==> src/rtl/lsu_tlb_wr_fmt_pkg.sv <==
// Shared definitions for the DTLB write-format path: STLB field positions,
// ASI write-type encodings, controller states and parity helpers.
package lsu_tlb_wr_fmt_pkg;

  localparam int STLB_TAG_W          = 59;
  localparam int STLB_TAG_V          = 58;
  localparam int STLB_TAG_SZ0        = 57;
  localparam int STLB_TAG_NFO        = 56;
  localparam int STLB_TAG_IE         = 55;
  localparam int STLB_TAG_U          = 54;
  localparam int STLB_TAG_VA_47_28_HI = 53;
  localparam int STLB_TAG_VA_47_28_LO = 34;
  localparam int STLB_TAG_VA_27_22_HI = 33;
  localparam int STLB_TAG_VA_27_22_LO = 28;
  localparam int STLB_TAG_VA_27_22_V  = 27;
  localparam int STLB_TAG_VA_21_16_V  = 25;
  localparam int STLB_TAG_VA_21_16_HI = 23;
  localparam int STLB_TAG_VA_21_16_LO = 18;
  localparam int STLB_TAG_VA_15_13_V  = 16;
  localparam int STLB_TAG_VA_15_13_HI = 15;
  localparam int STLB_TAG_VA_15_13_LO = 13;
  localparam int STLB_TAG_CTX_HI      = 12;
  localparam int STLB_TAG_CTX_LO      = 0;
  // Bits 54 (U), 26 and 24 are outside tag parity coverage.
  localparam logic [58:0] STLB_TAG_PAR_MASK = 59'h7BF_FFFF_FAFF_FFFF;

  localparam int STLB_DATA_W         = 43;
  localparam int STLB_DATA_PARITY    = 42;
  localparam int STLB_DATA_NFO       = 41;
  localparam int STLB_DATA_IE        = 40;
  localparam int STLB_DATA_PA_HI     = 38;
  localparam int STLB_DATA_PA_LO     = 12;
  localparam int STLB_DATA_SEL2      = 11;
  localparam int STLB_DATA_SEL1      = 10;
  localparam int STLB_DATA_SEL0      = 9;
  localparam int STLB_DATA_ATTR_HI   = 5;
  localparam int STLB_DATA_ATTR_LO   = 0;

  typedef enum logic [1:0] {
    ASI_WR_TAGACC  = 2'b00,
    ASI_WR_DATAIN  = 2'b01,
    ASI_WR_DATAACC = 2'b10,
    ASI_WR_RSVD    = 2'b11
  } asi_wr_type_e;

  typedef enum logic {
    ST_IDLE = 1'b0,
    ST_PEND = 1'b1
  } wr_state_e;

  function automatic logic stlb_tag_parity(input logic [58:0] tag);
    return ^(tag & STLB_TAG_PAR_MASK);
  endfunction

  function automatic logic stlb_data_parity(input logic [41:0] data);
    return ^data;
  endfunction

endpackage

==> src/rtl/lsu_tlb_wr_fmt_if.sv <==
// ASI store request bus and DTLB write request bus between the LSU and DTLB.
interface lsu_tlb_wr_fmt_if
  import lsu_tlb_wr_fmt_pkg::*;
#(
  parameter int TIDW = 2
);
  logic                   asi_wr_vld;
  logic [1:0]             asi_wr_type;
  logic [TIDW-1:0]        asi_wr_tid;
  logic [5:0]             asi_wr_idx;
  logic [63:0]            asi_wr_data;
  logic                   tlb_wr_ack;
  logic                   tlb_wr_vld;
  logic                   tlb_wr_idx_vld;
  logic [5:0]             tlb_wr_idx;
  logic [STLB_TAG_W-1:0]  tlb_wr_tte_tag;
  logic [STLB_DATA_W-1:0] tlb_wr_tte_data;
  logic                   tlb_wr_tte_tag_parity;
  logic                   tlb_wr_tte_data_parity;
  logic                   lsu_tlbwr_busy;
  logic                   lsu_tlbwr_sz_err;
  logic                   lsu_tlbwr_ovf;

  modport master (
    output asi_wr_vld, asi_wr_type, asi_wr_tid, asi_wr_idx, asi_wr_data, tlb_wr_ack,
    input  tlb_wr_vld, tlb_wr_idx_vld, tlb_wr_idx, tlb_wr_tte_tag, tlb_wr_tte_data,
           tlb_wr_tte_tag_parity, tlb_wr_tte_data_parity, lsu_tlbwr_busy,
           lsu_tlbwr_sz_err, lsu_tlbwr_ovf
  );

  modport slave (
    input  asi_wr_vld, asi_wr_type, asi_wr_tid, asi_wr_idx, asi_wr_data, tlb_wr_ack,
    output tlb_wr_vld, tlb_wr_idx_vld, tlb_wr_idx, tlb_wr_tte_tag, tlb_wr_tte_data,
           tlb_wr_tte_tag_parity, tlb_wr_tte_data_parity, lsu_tlbwr_busy,
           lsu_tlbwr_sz_err, lsu_tlbwr_ovf
  );
endinterface

==> src/rtl/lsu_tlb_wr_fmt_enc.sv <==
// Combinational TTE-to-STLB formatter: page-size decode, tag/data packing, parity.
module lsu_tlb_wr_fmt_enc
  import lsu_tlb_wr_fmt_pkg::*;
(
  input  logic [47:0]            tagacc,
  input  logic [63:0]            wr_data,
  output logic                   sz_ok,
  output logic [STLB_TAG_W-1:0]  tag,
  output logic [STLB_DATA_W-1:0] data,
  output logic                   tag_par,
  output logic                   data_par
);
  logic [2:0] sz;
  logic [2:0] sel;
  logic       unused_data_bits;

  assign sz = {wr_data[48], wr_data[62:61]};
  assign unused_data_bits = ^{wr_data[58:49], wr_data[47:40], wr_data[12:7], wr_data[0]};

  // Only 8K/64K/4M/256M pages exist in the STLB; sel marks which VA chunks are masked.
  always_comb begin
    sel   = 3'b000;
    sz_ok = 1'b1;
    case (sz)
      3'b000:  sel = 3'b000;
      3'b001:  sel = 3'b001;
      3'b011:  sel = 3'b011;
      3'b101:  sel = 3'b111;
      default: begin
        sel   = 3'b000;
        sz_ok = 1'b0;
      end
    endcase
  end

  always_comb begin
    tag = 59'h0;
    tag[STLB_TAG_V]   = wr_data[63];
    tag[STLB_TAG_SZ0] = wr_data[61];
    tag[STLB_TAG_NFO] = wr_data[60];
    tag[STLB_TAG_IE]  = wr_data[59];
    tag[STLB_TAG_U]   = 1'b0;
    tag[STLB_TAG_VA_47_28_HI:STLB_TAG_VA_47_28_LO] = tagacc[47:28];
    tag[STLB_TAG_VA_27_22_HI:STLB_TAG_VA_27_22_LO] = tagacc[27:22];
    tag[STLB_TAG_VA_21_16_HI:STLB_TAG_VA_21_16_LO] = tagacc[21:16];
    tag[STLB_TAG_VA_15_13_HI:STLB_TAG_VA_15_13_LO] = tagacc[15:13];
    tag[STLB_TAG_CTX_HI:STLB_TAG_CTX_LO]           = tagacc[12:0];
    tag[STLB_TAG_VA_27_22_V] = ~sel[2];
    tag[STLB_TAG_VA_21_16_V] = ~sel[1];
    tag[STLB_TAG_VA_15_13_V] = ~sel[0];
  end

  always_comb begin
    data = 43'h0;
    data[STLB_DATA_PARITY] = 1'b0;
    data[STLB_DATA_NFO]    = wr_data[60];
    data[STLB_DATA_IE]     = wr_data[59];
    data[STLB_DATA_PA_HI:STLB_DATA_PA_LO]     = wr_data[39:13];
    data[STLB_DATA_SEL2]   = sel[2];
    data[STLB_DATA_SEL1]   = sel[1];
    data[STLB_DATA_SEL0]   = sel[0];
    data[STLB_DATA_ATTR_HI:STLB_DATA_ATTR_LO] = wr_data[6:1];
  end

  assign tag_par  = stlb_tag_parity(tag);
  assign data_par = stlb_data_parity(data[41:0]);

endmodule

==> src/rtl/lsu_tlb_wr_fmt.sv <==
// DTLB write-side controller: per-thread Tag Access registers, IDLE/PEND
// request controller and the registered TLB write request outputs.
module lsu_tlb_wr_fmt
  import lsu_tlb_wr_fmt_pkg::*;
#(
  parameter int NTHR = 4,
  parameter int TIDW = 2
)(
  input  logic                    rclk,
  input  logic                    rst_l,
  lsu_tlb_wr_fmt_if.slave         wr
);
  wr_state_e               state_q, state_d;
  logic [47:0]             tagacc_q [NTHR];
  logic [47:0]             tagacc_d [NTHR];
  logic                    vld_q, vld_d;
  logic                    idx_vld_q, idx_vld_d;
  logic [5:0]              idx_q, idx_d;
  logic [STLB_TAG_W-1:0]   tag_q, tag_d;
  logic [STLB_DATA_W-1:0]  data_q, data_d;
  logic                    tpar_q, tpar_d;
  logic                    dpar_q, dpar_d;
  logic                    sz_err_q, sz_err_d;
  logic                    ovf_q, ovf_d;

  logic                    is_tagacc;
  logic                    is_tlb_st;
  logic                    enc_sz_ok;
  logic [STLB_TAG_W-1:0]   enc_tag;
  logic [STLB_DATA_W-1:0]  enc_data;
  logic                    enc_tpar;
  logic                    enc_dpar;

  assign is_tagacc = wr.asi_wr_vld && (wr.asi_wr_type == ASI_WR_TAGACC);
  assign is_tlb_st = wr.asi_wr_vld && ((wr.asi_wr_type == ASI_WR_DATAIN) ||
                                       (wr.asi_wr_type == ASI_WR_DATAACC));

  lsu_tlb_wr_fmt_enc u_enc (
    .tagacc   (tagacc_q[wr.asi_wr_tid]),
    .wr_data  (wr.asi_wr_data),
    .sz_ok    (enc_sz_ok),
    .tag      (enc_tag),
    .data     (enc_data),
    .tag_par  (enc_tpar),
    .data_par (enc_dpar)
  );

  // Next-state: Tag Access updates are independent of the write controller.
  always_comb begin
    state_d   = state_q;
    tagacc_d  = tagacc_q;
    idx_vld_d = idx_vld_q;
    idx_d     = idx_q;
    tag_d     = tag_q;
    data_d    = data_q;
    tpar_d    = tpar_q;
    dpar_d    = dpar_q;
    sz_err_d  = 1'b0;
    ovf_d     = 1'b0;

    if (is_tagacc) begin
      tagacc_d[wr.asi_wr_tid] = wr.asi_wr_data[47:0];
    end else begin
      tagacc_d = tagacc_q;
    end

    case (state_q)
      ST_IDLE: begin
        if (is_tlb_st && enc_sz_ok) begin
          state_d   = ST_PEND;
          idx_vld_d = (wr.asi_wr_type == ASI_WR_DATAACC);
          idx_d     = wr.asi_wr_idx;
          tag_d     = enc_tag;
          data_d    = enc_data;
          tpar_d    = enc_tpar;
          dpar_d    = enc_dpar;
        end else if (is_tlb_st) begin
          sz_err_d = 1'b1;
        end else begin
          state_d = ST_IDLE;
        end
      end
      ST_PEND: begin
        // A store coinciding with the ack is still dropped: one idle cycle is guaranteed.
        ovf_d = is_tlb_st;
        if (wr.tlb_wr_ack) begin
          state_d = ST_IDLE;
        end else begin
          state_d = ST_PEND;
        end
      end
      default: state_d = ST_IDLE;
    endcase

    vld_d = (state_d == ST_PEND);
  end

  // State and output registers with synchronous active-low reset.
  always_ff @(posedge rclk) begin
    if (!rst_l) begin
      state_q <= ST_IDLE;
      for (int i = 0; i < NTHR; i++) begin
        tagacc_q[i] <= 48'h0;
      end
      vld_q     <= 1'b0;
      idx_vld_q <= 1'b0;
      idx_q     <= 6'h0;
      tag_q     <= 59'h0;
      data_q    <= 43'h0;
      tpar_q    <= 1'b0;
      dpar_q    <= 1'b0;
      sz_err_q  <= 1'b0;
      ovf_q     <= 1'b0;
    end else begin
      state_q   <= state_d;
      tagacc_q  <= tagacc_d;
      vld_q     <= vld_d;
      idx_vld_q <= idx_vld_d;
      idx_q     <= idx_d;
      tag_q     <= tag_d;
      data_q    <= data_d;
      tpar_q    <= tpar_d;
      dpar_q    <= dpar_d;
      sz_err_q  <= sz_err_d;
      ovf_q     <= ovf_d;
    end
  end

  assign wr.tlb_wr_vld             = vld_q;
  assign wr.lsu_tlbwr_busy         = vld_q;
  assign wr.tlb_wr_idx_vld         = idx_vld_q;
  assign wr.tlb_wr_idx             = idx_q;
  assign wr.tlb_wr_tte_tag         = tag_q;
  assign wr.tlb_wr_tte_data        = data_q;
  assign wr.tlb_wr_tte_tag_parity  = tpar_q;
  assign wr.tlb_wr_tte_data_parity = dpar_q;
  assign wr.lsu_tlbwr_sz_err       = sz_err_q;
  assign wr.lsu_tlbwr_ovf          = ovf_q;

endmodule

==> src/flat_wrapper.sv <==
// flat-port wrapper written by rule: the top's interface ports become plain ports
module lsu_tlb_wr_fmt_flat import lsu_tlb_wr_fmt_pkg::*;
#(
  parameter int NTHR = 4,
  parameter int TIDW = 2
)
  (rclk, rst_l, wr_asi_wr_vld, wr_asi_wr_type, wr_asi_wr_tid, wr_asi_wr_idx, wr_asi_wr_data, wr_tlb_wr_ack, wr_tlb_wr_vld, wr_tlb_wr_idx_vld, wr_tlb_wr_idx, wr_tlb_wr_tte_tag, wr_tlb_wr_tte_data, wr_tlb_wr_tte_tag_parity, wr_tlb_wr_tte_data_parity, wr_lsu_tlbwr_busy, wr_lsu_tlbwr_sz_err, wr_lsu_tlbwr_ovf);
  lsu_tlb_wr_fmt_if #(.TIDW(TIDW)) wr_i ();
  input  logic rclk;
  input  logic rst_l;
  input wire logic [$bits(wr_i.asi_wr_vld)-1:0] wr_asi_wr_vld;
  input wire logic [$bits(wr_i.asi_wr_type)-1:0] wr_asi_wr_type;
  input wire logic [$bits(wr_i.asi_wr_tid)-1:0] wr_asi_wr_tid;
  input wire logic [$bits(wr_i.asi_wr_idx)-1:0] wr_asi_wr_idx;
  input wire logic [$bits(wr_i.asi_wr_data)-1:0] wr_asi_wr_data;
  input wire logic [$bits(wr_i.tlb_wr_ack)-1:0] wr_tlb_wr_ack;
  output wire logic [$bits(wr_i.tlb_wr_vld)-1:0] wr_tlb_wr_vld;
  output wire logic [$bits(wr_i.tlb_wr_idx_vld)-1:0] wr_tlb_wr_idx_vld;
  output wire logic [$bits(wr_i.tlb_wr_idx)-1:0] wr_tlb_wr_idx;
  output wire logic [$bits(wr_i.tlb_wr_tte_tag)-1:0] wr_tlb_wr_tte_tag;
  output wire logic [$bits(wr_i.tlb_wr_tte_data)-1:0] wr_tlb_wr_tte_data;
  output wire logic [$bits(wr_i.tlb_wr_tte_tag_parity)-1:0] wr_tlb_wr_tte_tag_parity;
  output wire logic [$bits(wr_i.tlb_wr_tte_data_parity)-1:0] wr_tlb_wr_tte_data_parity;
  output wire logic [$bits(wr_i.lsu_tlbwr_busy)-1:0] wr_lsu_tlbwr_busy;
  output wire logic [$bits(wr_i.lsu_tlbwr_sz_err)-1:0] wr_lsu_tlbwr_sz_err;
  output wire logic [$bits(wr_i.lsu_tlbwr_ovf)-1:0] wr_lsu_tlbwr_ovf;
  assign wr_i.asi_wr_vld = wr_asi_wr_vld;
  assign wr_i.asi_wr_type = wr_asi_wr_type;
  assign wr_i.asi_wr_tid = wr_asi_wr_tid;
  assign wr_i.asi_wr_idx = wr_asi_wr_idx;
  assign wr_i.asi_wr_data = wr_asi_wr_data;
  assign wr_i.tlb_wr_ack = wr_tlb_wr_ack;
  assign wr_tlb_wr_vld = wr_i.tlb_wr_vld;
  assign wr_tlb_wr_idx_vld = wr_i.tlb_wr_idx_vld;
  assign wr_tlb_wr_idx = wr_i.tlb_wr_idx;
  assign wr_tlb_wr_tte_tag = wr_i.tlb_wr_tte_tag;
  assign wr_tlb_wr_tte_data = wr_i.tlb_wr_tte_data;
  assign wr_tlb_wr_tte_tag_parity = wr_i.tlb_wr_tte_tag_parity;
  assign wr_tlb_wr_tte_data_parity = wr_i.tlb_wr_tte_data_parity;
  assign wr_lsu_tlbwr_busy = wr_i.lsu_tlbwr_busy;
  assign wr_lsu_tlbwr_sz_err = wr_i.lsu_tlbwr_sz_err;
  assign wr_lsu_tlbwr_ovf = wr_i.lsu_tlbwr_ovf;
  lsu_tlb_wr_fmt #(.NTHR(NTHR), .TIDW(TIDW)) u_core (.rclk(rclk), .rst_l(rst_l), .wr(wr_i));
endmodule
==> config.mk <==
export PLATFORM = sky130hd
export DESIGN_NAME = lsu_tlb_wr_fmt_flat
export DESIGN_NICKNAME = d
export VERILOG_FILES = /design/src/rtl/lsu_tlb_wr_fmt_pkg.sv /design/src/rtl/lsu_tlb_wr_fmt_if.sv /design/src/rtl/lsu_tlb_wr_fmt_enc.sv /design/src/rtl/lsu_tlb_wr_fmt.sv /design/src/flat_wrapper.sv
export SDC_FILE = /design/constraint.sdc
export NUM_CORES = 1
export LEC_CHECK = 0
export CAP_MARGIN = 25
export CORE_MARGIN = 10
export CORE_UTILIZATION = 50
export DETAILED_ROUTE_END_ITERATION = 12
export DONT_BUFFER_PORTS = 1
export SETUP_SLACK_MARGIN = 0.02
export SYNTH_ARGS = -nofsm -noshare
export SYNTH_HDL_FRONTEND = slang
export SYNTH_SLANG_ARGS = --single-unit
==> constraint.sdc <==
create_clock -name rclk -period 6.5 [get_ports rclk]
set_input_delay 1.3 -clock rclk [delete_from_list [all_inputs] [get_ports rclk]]
set_output_delay 1.3 -clock rclk [all_outputs]
set_load 0.03 [all_outputs]
==> summary.md, run 1 <==
| Metric | Value |
|---|---|
| Run status | `completed` |
| Sinks on Clock Net | `295` |
| Clock tree from TritonCTS | `yes` |
| Die width | `176 µm` |
| Std-Cell Rows | `57` |
| Number of slew-limit violations in the final report | `0` |
| Floorplan Core Area | `around 24,000 µm²` |
| Proportion of layout cells with a drive suffix above 1 | `0.0827` |
| Final worst-path cycle share | `0.460` |
| Port Buf Inserts | `0` |
| Clock latency on the worst-skew pair | `about 0.55 ns` |
| Global-route wire length before repair | `~52 mm` |
| Post-Route Setup TNS | `0 ns` |
| Area added between synthesis and finish | `10.6%` |
| Number of synthesized register bits | `295` |
| DRT iter0 DRCs | `just under 700` |
| DIE AREA | `31,000 µm²` |
| Maximum fanout along the worst path | `53` |
| Number of library cell types mapped by synthesis | `28` |
| WL/cell | `18.9 µm` |
| Number of warnings reported in the yosys synthesis log | `0` |
| Max rail drop VDD | `roughly 0.00018 V` |
| GRT overflow | `0` |
| Leakage Power | `roughly 0.0045 µW` |
| I/O pin count | `between 150 and 200` |
| Cts bufs inserted | `31` |
| Highest-count cells in the layout ignoring fill and taps | `577 x nand2_1, 295 x dfxtp_1, 292 x a21oi_1` |
| Clock transition at path regs | `0.06 ns` |
| Post-CTS Setup Repair Bufs | `0` |
| Initial antenna violation count | `1` |
| Power per cell area | `306 nW/µm²` |
| Relative slew slack | `0.342` |
| Pin count of the biggest net entering global routing | `172` |
| Weighted congestion at the end of routability-driven global placement | `0.767` |
| Actual transition at the worst max-transition pin | `0.988 ns` |
| Antenna diode count | `0` |
| H-Tree Level Count | `1` |
| Min-Delay Path Class | `reg2reg` |
| Design Power | `4120 µW` |
| Final Routed Wirelength | `32.9 mm` |
| Kind of critical path | `in2reg` |
| Number of instances in the synthesized netlist | `1,449` |
| Sequential cell area fraction in the yosys report | `0.485` |
| Buffer cell driving the clock tree root | `clkbuf_16` |
| RSZ-0062 raised after global routing | `no` |
| Final clock skew | `approximately 0.01 ns` |
| Critical path endpoint category | `flip-flop` |
| Via count of the first global-routing pass | `9,177` |
| Post-route minimum period | `2.99 ns` |
| Hold buffer count at CTS | `0` |
| Die Height | `176 µm` |
| Maximum clock insertion buffer count | `3` |
| Overall global routing resource usage | `0.205` |
| Count of max-cap constraint violations | `0` |
| Final hold viol count | `0` |
| Maximum clock frequency | `0.335 GHz` |
| Data required time of the worst path | `roughly 7 ns` |
| Count of unresolved DRC violations after routing | `0` |
| Netlist Area Pre-Place | `12,200 µm²` |
| Setup-violating endpoint count in the final report | `0` |
| Half-perimeter wire length after detailed placement | `20.1 mm` |
| Number of nets in the layout | `approximately 1,500` |
| Nature of the critical path startpoint | `primary input` |
| Vias per cell | `5.40` |
| First-pass iteration count of the detailed router | `5` |
| Post-route antenna net violation count | `0` |
| Most common cell after layout, fill and taps aside | `nand2_1` |
| Average instance area after synthesis | `about 8.4 µm²` |
| PostCTS Resize Cnt | `0` |
| Routed vias | `between 9,000 and 10,000` |
| Starting Density | `0.505` |
| Arrival time at the worst endpoint | `3.47 ns` |
path summary, 6_finish.rpt:
check | start | end | slack, ns | cells past startpoint
worst max-delay path | wr_asi_wr_tid[0] | u_core.wr.tlb_wr_tte_tag_parity | 3.51 | 7
worst min-delay path | u_core.tagacc_q[116] | u_core.tagacc_q[116] | 0.45 | 2
worst max register to register | u_core.tagacc_q[133] | u_core.wr.tlb_wr_tte_tag_parity | 4.02 | 7
worst min register to register | u_core.tagacc_q[116] | u_core.tagacc_q[116] | 0.45 | 2
layout make-up:
cell class / instances / area (µm²)
Clock buffer: 41 / 893
Timing Repair Buffer: 16 / 173
Sequential cell: 295 / 5910
Multi-Input combinational cell: 1041 / 5790
Clock inverter: 16 / 268
Inverter: 5 / 26.3
Tap cell: 324 / 405
Fill cell: 2246 / 10600
registers in the layout, summed over array words and instances, names as in the netlist:
| register | flops |
|---|---|
| u_core.wr.tlb_wr_idx | 6 |
| u_core.wr.lsu_tlbwr_sz_err | 1 |
| u_core.wr.tlb_wr_tte_tag_parity | 1 |
| u_core.wr.tlb_wr_idx_vld | 1 |
| u_core.wr.tlb_wr_tte_tag | 55 |
| u_core.state_q | 1 |
| u_core.wr.lsu_tlbwr_ovf | 1 |
| u_core.wr.tlb_wr_tte_data_parity | 1 |
| u_core.wr.tlb_wr_tte_data | 36 |
| u_core.tagacc_q | 192 |
metal layers:
metal / global-route usage / routed length, µm / up-vias
li1: - / - / 4625
met1: 0.266 / 14200 / 4457
met2: 0.335 / 15300 / 267
met3: 0.0570 / 2990 / 36
met4: 0.0410 / 392 / 0
met5: 0 / 0 / -
critical path, stage by stage:
cell	delay, ns
mux4_1	0.62
xnor2_1	0.22
xnor2_1	0.12
xnor2_1	0.35
xnor3_1	0.51
xnor3_1	0.18
a21oi_1	0.13
kinds of logic (layout without fill, tap and decap cells):
logic type                 Yosys count  count (layout)  share of synthesized area
and+or+nand+nor                    601             601                      0.187
AOI/OAI and AO/OA                  299             299                      0.123
DFF                                295             295                      0.485
buffers and inverters              121              78                     0.0456
xor gates and xnor gates            82              82                     0.0630
muxes                               48              48                     0.0932
adders and majority gates            2               2                    0.00206
other                                1               9                   0.000308
Yosys cell counts (all sizes together):
library cell,instances,area [µm²]
nor2,11,41.3
inv,5,18.8
nand3,1,5.00
a21oi,292,1460
nor3,2,10.0
buf,31,216
nand2,579,2170
nand2b,4,25.0
o21ai,6,30.0
ha,2,25.0
and3,1,6.26
xor2,10,87.6
dfxtp,295,5910
clkbuf,85,319
xnor3,3,67.6
or2,1,6.26
nand4,1,6.26
xnor2,69,612
conb,1,3.75
nor2b,1,6.26
a211oi,1,7.51
mux4,48,1130
report_power, final:
part	internal (µW)	switching [µW]	leakage, µW	total (µW)
Combinational	111	153	0.00152	264
Sequential	1840	50.3	0.00238	1890
Clock	1240	730	0.000569	1970
Total	3190	933	0.00447	4120
per-stage QoR:
| stage | instance area, µm² | std cells | hold WS (ns) | worst slack [ns] | util |
|---|---|---|---|---|---|
| 3_5_place_dp | 12300 | 1680 | 0.443 | 2.76 | 0.509 |
| 5_1_grt | 13500 | 1738 | 0.466 | 3.47 | 0.558 |
| 2_1_floorplan | 12200 | 1457 | 0.432 | 3.03 | - |
| 4_1_cts | 13400 | 1737 | 0.451 | 3.34 | 0.557 |
| 6_report | 13500 | 1738 | 0.450 | 3.51 | 0.558 |
| 3_3_place_gp | 12200 | 1678 | 0.436 | 2.78 | 0.507 |
No activity file was read; power rests on OpenSTA's default activity.
==> run 2, diff against run 1 <==
==> constraint.sdc (replaced) <==
create_clock -name rclk -period 3.1 [get_ports rclk]
set_input_delay 0.62 -clock rclk [delete_from_list [all_inputs] [get_ports rclk]]
set_output_delay 0.62 -clock rclk [all_outputs]
set_load 0.03 [all_outputs]
==> run 2 against run 1 <==
Critical path depth is the same. Critical path type is now reg2reg. Via count grew 0.81%. Clock power grew 89%. Cell count grew 0.35%. Clock skew shrank 0.00095 ns. Sequential cell count is the same. Worst hold slack lost 0.30 ns. Count of clock-buffer cells in the layout grew 7. Sequential power grew 110%. Sequential share of layout area grew 0.14 points.
==> summary.md, run 2 (synthesis results as in run 1) <==
| Metric | Value |
|---|---|
| Max rail drop VDD | `0.000403 V` |
| Count of max-cap constraint violations | `0` |
| Actual transition at the worst max-transition pin | `~0.72 ns` |
| Floorplan Core Area | `24,100 µm²` |
| Final worst-path cycle share | `0.780` |
| Setup-violating endpoint count in the final report | `0` |
| Vias per cell | `~5.4` |
| Cts bufs inserted | `30` |
| Most common cell after layout, fill and taps aside | `nand2_1` |
| Routed vias | `9,461` |
| Core utilization of the finished layout | `0.557` |
| Post-route minimum period | `2.42 ns` |
| Critical path endpoint category | `flip-flop` |
| Data required time of the worst path | `3.58 ns` |
| Arrival time at the worst endpoint | `2.90 ns` |
| Std-Cell Rows | `57` |
| Final clock skew | `0.00914 ns` |
| Clock transition at path regs | `0.06 ns` |
| Post-route antenna net violation count | `0` |
| I/O pin count | `193` |
| Design Power | `slightly above 8000 µW` |
| H-Tree Level Count | `1` |
| Maximum fanout along the worst path | `2` |
| Count of unresolved DRC violations after routing | `0` |
| Buffer cell driving the clock tree root | `clkbuf_16` |
| PostCTS Resize Cnt | `0` |
| DRT iter0 DRCs | `579` |
| Die width | `176 µm` |
| Highest-count cells in the layout ignoring fill and taps | `577 x nand2_1, 295 x dfxtp_1, 292 x a21oi_1` |
| Global-route wire length before repair | `52.0 mm` |
| Hold buffer count at CTS | `0` |
| Final Routed Wirelength | `32.8 mm` |
| Run status | `completed` |
| GRT overflow | `0` |
| Overall global routing resource usage | `0.206` |
| WL/cell | `18.8 µm` |
| Leakage Power | `0.00446 µW` |
| Via count of the first global-routing pass | `between 9,000 and 10,000` |
| Clock tree from TritonCTS | `yes` |
| Antenna diode count | `0` |
| Final hold viol count | `0` |
| Layout fillers | `between 2,000 and 2,500` |
| Maximum clock frequency | `0.413 GHz` |
| Port Buf Inserts | `0` |
| Initial antenna violation count | `1` |
| Internal reg-to-reg setup slack | `0.68 ns` |
| RSZ-0062 raised after global routing | `no` |
| Worst setup path startpoint | `u_core.tagacc_q[38]` |
| Number of standard cells in the final layout excluding fillers | `about 1,700` |
| Maximum clock insertion buffer count | `3` |
| DIE AREA | `between 30,000 and 40,000 µm²` |
| Relative slew slack | `0.522` |
| Power per cell area | `614 nW/µm²` |
| Starting Density | `0.505` |
| Post-Route Setup TNS | `0 ns` |
| Post-CTS Setup Repair Bufs | `0` |
| Area added between synthesis and finish | `10.3%` |
| Cells on worst reg2reg path | `7` |
| Number of slew-limit violations in the final report | `0` |
| Die Height | `roughly 180 µm` |
| CP Capture Point | `u_core.wr.tlb_wr_tte_tag_parity` |
| Register ranked first by flip-flop count | `u_core.tagacc_q` |
| Reg2Reg Launch Point | `u_core.tagacc_q[38]` |
| Weighted congestion at the end of routability-driven global placement | `0.746` |
| First-pass iteration count of the detailed router | `5` |
| Nature of the critical path startpoint | `flip-flop` |
| Number of nets in the layout | `1,476` |
| Proportion of layout cells with a drive suffix above 1 | `0.0831` |
| Placed Instances | `1,688` |
| Half-perimeter wire length after detailed placement | `about 20 mm` |
| Destination of the worst register-to-register timing path | `u_core.wr.tlb_wr_tte_tag_parity` |
| Kind of critical path | `reg2reg` |
| Min-Delay Path Class | `in2reg` |
| Pin count of the biggest net entering global routing | `113` |
| Clock latency on the worst-skew pair | `0.56 ns` |
| Sinks on Clock Net | `around 300` |
| Flip-flop count of the largest register after layout | `192` |
[run 2: layer usage]
layer	routed length [µm]	global-route usage
met3	2820	0.0622
met4	474	0.0385
met1	14200	0.265
met5	0	0
met2	15300	0.337
[run 2: where the power goes]
part	internal [µW]	switching, µW
sequential	3850	105
clock	2230	1500
combinational	239	314
total	6320	1920
[run 2: final cells by class]
type | instances | area (µm²) | area share
flip-flops and latches | 295 | 5910 | 0.440
well taps | 324 | 405 | 0.0302
inverters | 5 | 26.3 | 0.00196
clock inverters | 8 | 92.6 | 0.00690
repair buffers | 23 | 260 | 0.0194
multi-input cells | 1041 | 5790 | 0.431
clock buffers | 48 | 940 | 0.0700
[run 2: per-stage QoR]
step	setup slack (ns)	hold WS [ns]	cell area [µm²]
after floorplan	0.307	0.432	12200
after global placement	0.380	0.437	12400
after detailed placement	0.354	0.443	12400
after CTS	0.668	0.133	13400
after global routing	0.585	0.148	13400
final	0.681	0.151	13400
[run 2: worst min-delay path by stage]
stage | start | endpoint | slack, ns | depth (start not counted)
final | wr_asi_wr_data[48] | u_core.wr.tlb_wr_tte_tag[27] | 0.15 | 1
after global routing | wr_asi_wr_data[48] | u_core.wr.tlb_wr_tte_tag[27] | 0.15 | 1
after floorplan | u_core.tagacc_q[113] | u_core.tagacc_q[113] | 0.43 | 2
after detailed placement | u_core.tagacc_q[60] | u_core.tagacc_q[60] | 0.44 | 2
after global placement | u_core.tagacc_q[40] | u_core.tagacc_q[40] | 0.44 | 2
after CTS | wr_asi_wr_data[48] | u_core.wr.tlb_wr_tte_tag[27] | 0.13 | 1
[run 2: worst max-delay path, cell delays in order (launching register included)]
cell	delay (ns)
dfxtp_1	0.31
mux4_2	0.50
xnor2_1	0.22
xnor3_1	0.36
xnor2_1	0.21
xnor2_1	0.18
xnor3_1	0.42
a21oi_1	0.14
==> run 3, diff against run 2 <==
==> constraint.sdc (replaced) <==
create_clock -name rclk -period 2.4 [get_ports rclk]
set_input_delay 0.48 -clock rclk [delete_from_list [all_inputs] [get_ports rclk]]
set_output_delay 0.48 -clock rclk [all_outputs]
set_load 0.03 [all_outputs]
==> run 3 against run 2 <==
Total power rose by 31%. Via count rose by 0.66%. Largest cell class unchanged. Largest power group unchanged. Sequential share of layout area fell by 0.41 points. Critical endpoint unchanged. Highest routed layer unchanged.
==> summary.md, run 3 (synthesis results as in run 1) <==
| Metric | Value |
|---|---|
| Proportion of layout cells with a drive suffix above 1 | `0.0938` |
| Vias per cell | `5.43` |
| Cts bufs inserted | `31` |
| Floorplan Core Area | `around 24,000 µm²` |
| Die Height | `176 µm` |
| Internal reg-to-reg setup slack | `0.13 ns` |
| Number of slew-limit violations in the final report | `0` |
| RSZ-0062 raised after global routing | `no` |
| Maximum clock frequency | `around 0.44 GHz` |
| Placed standard-cell area | `12,500 µm²` |
| Post-CTS Setup Repair Bufs | `0` |
| Count of max-cap constraint violations | `0` |
| Sinks on Clock Net | `295` |
| Maximum fanout along the worst path | `2` |
| Maximum clock insertion buffer count | `3` |
| Initial antenna violation count | `0` |
| Kind of critical path | `reg2reg` |
| Nature of the critical path startpoint | `flip-flop` |
| Buffer cell driving the clock tree root | `clkbuf_16` |
| Weighted congestion at the end of routability-driven global placement | `0.775` |
| Pin count of the biggest net entering global routing | `84` |
| Highest-count cells in the layout ignoring fill and taps | `577 x nand2_1, 295 x dfxtp_1, 292 x a21oi_1` |
| Clock tree from TritonCTS | `yes` |
| Die width | `176 µm` |
| DIE AREA | `around 31,000 µm²` |
| Sequence of cells on the critical path | `mux4_1 > xor2_1 > xnor2_1 > xnor2_1 > buf_4 > xnor3_1 > xnor3_1 > a21oi_1` |
| Final hold viol count | `0` |
| H-Tree Level Count | `1` |
| Most common cell after layout, fill and taps aside | `nand2_1` |
| Max rail drop VDD | `0.000551 V` |
| Relative slew slack | `0.591` |
| Flip-flop count of the largest register after layout | `192` |
| Starting Density | `0.505` |
| Post-route minimum period | `2.27 ns` |
| Area added between synthesis and finish | `11.3%` |
| Final clock skew | `0.00622 ns` |
| Cell with the largest stage delay on the worst path | `mux4_1` |
| Final worst-path cycle share | `0.945` |
| Design Power | `around 11,000 µW` |
| Port Buf Inserts | `0` |
| Reg2Reg Launch Point | `u_core.tagacc_q[125]` |
| Final Routed Wirelength | `around 33 mm` |
| First-pass iteration count of the detailed router | `5` |
| Global-route wire length before repair | `51.9 mm` |
| Layout fillers | `about 2,300` |
| Min-Delay Path Class | `in2reg` |
| Routed vias | `9,523` |
| Setup-violating endpoint count in the final report | `0` |
| Power per cell area | `797 nW/µm²` |
| Data required time of the worst path | `2.82 ns` |
| Clock transition at path regs | `0.06 ns` |
| Core utilization of the finished layout | `0.562` |
| DRT iter0 DRCs | `710` |
| Actual transition at the worst max-transition pin | `0.612 ns` |
| Worst slack at placement | `-0.142 ns` |
| Arrival time at the worst endpoint | `about 2.7 ns` |
| Post-layout worst setup margin | `between 0.1 and 0.15 ns` |
| Std-Cell Rows | `between 50 and 60` |
| Final Cell Area | `13,500 µm²` |
| Number of nets in the layout | `1,487` |
| Count of cells along the worst hold path | `2` |
| Run status | `completed` |
| Leakage Power | `0.00449 µW` |
| Clock latency on the worst-skew pair | `0.54 ns` |
| I/O pin count | `193` |
| Cells on worst reg2reg path | `8` |
| GRT overflow | `0` |
| Destination of the worst register-to-register timing path | `u_core.wr.tlb_wr_tte_tag_parity` |
| Post-route antenna net violation count | `0` |
| Hold Worst Slack | `0.0510 ns` |
| Critical path endpoint category | `flip-flop` |
| Count of unresolved DRC violations after routing | `0` |
| Critical Path Max Stage Delay | `0.53 ns` |
| Overall global routing resource usage | `0.206` |
| Half-perimeter wire length after detailed placement | `20.5 mm` |
| Worst min-delay path endpoint | `u_core.wr.tlb_wr_tte_data[10]` |
| Via count of the first global-routing pass | `a little over 9,000` |
| WL/cell | `18.9 µm` |
| Worst Hold Launch | `rst_l` |
| Antenna diode count | `0` |
| Register ranked first by flip-flop count | `u_core.tagacc_q` |
-- run 3: timing repair --
| action | CTS | global route |
|---|---|---|
| endpoints found under the setup margin | 0 | 1 |
| hold endpoints to repair | 0 | 1 |
| gates resized for setup | 0 | 4 |
| hold buffers | 0 | 1 |
-- run 3: critical path, delay by kind of cell, from the launching register on --
family | cells | cell delay, ns
XOR/XNOR | 5 | 1.10
multiplexers | 1 | 0.53
flip-flops | 1 | 0.31
buffers and inverters | 1 | 0.15
AO/OA/AOI/OAI | 1 | 0.06
-- run 3: area by class of cell --
type	instances	area (µm²)	area share
clock buffer	40	840	0.0620
clock inverter	15	209	0.0154
inverter	5	26.3	0.00194
multi-input combinational	1041	5790	0.428
sequential	295	5910	0.436
tap	324	405	0.0299
timing repair buffer	33	363	0.0268
-- run 3: how the worst max path moves through the flow --
stage                          from                         endpoint  slack (ns)  depth (start not counted)
5_1_grt         u_core.tagacc_q[34]  u_core.wr.tlb_wr_tte_tag_parity        0.03                          7
2_1_floorplan      wr_asi_wr_tid[0]  u_core.wr.tlb_wr_tte_tag_parity       -0.17                         10
4_1_cts        u_core.tagacc_q[140]  u_core.wr.tlb_wr_tte_tag_parity        0.07                          7
3_5_place_dp       wr_asi_wr_tid[0]  u_core.wr.tlb_wr_tte_tag_parity       -0.14                          7
3_3_place_gp       wr_asi_wr_tid[0]  u_core.wr.tlb_wr_tte_tag_parity       -0.16                          7
6_report       u_core.tagacc_q[125]  u_core.wr.tlb_wr_tte_tag_parity        0.13                          8
-- run 3: layer usage --
metal	global-route usage	part of all wire
met1	0.267	0.43
met2	0.334	0.47
met3	0.0583	0.087
met4	0.0530	0.020
met5	0	0
-- run 3: through the flow --
step	instances	TNS, ns
global placement	1697	-0.156
detailed placement	1697	-0.142
finish	1753	0
CTS	1752	0
global route	1753	0
floorplan	1457	-0.173
-- run 3: where the power goes --
group	internal, µW	total, µW	switching [µW]
registers	4980	5110	132
logic	330	744	414
clock network	2990	4940	1950
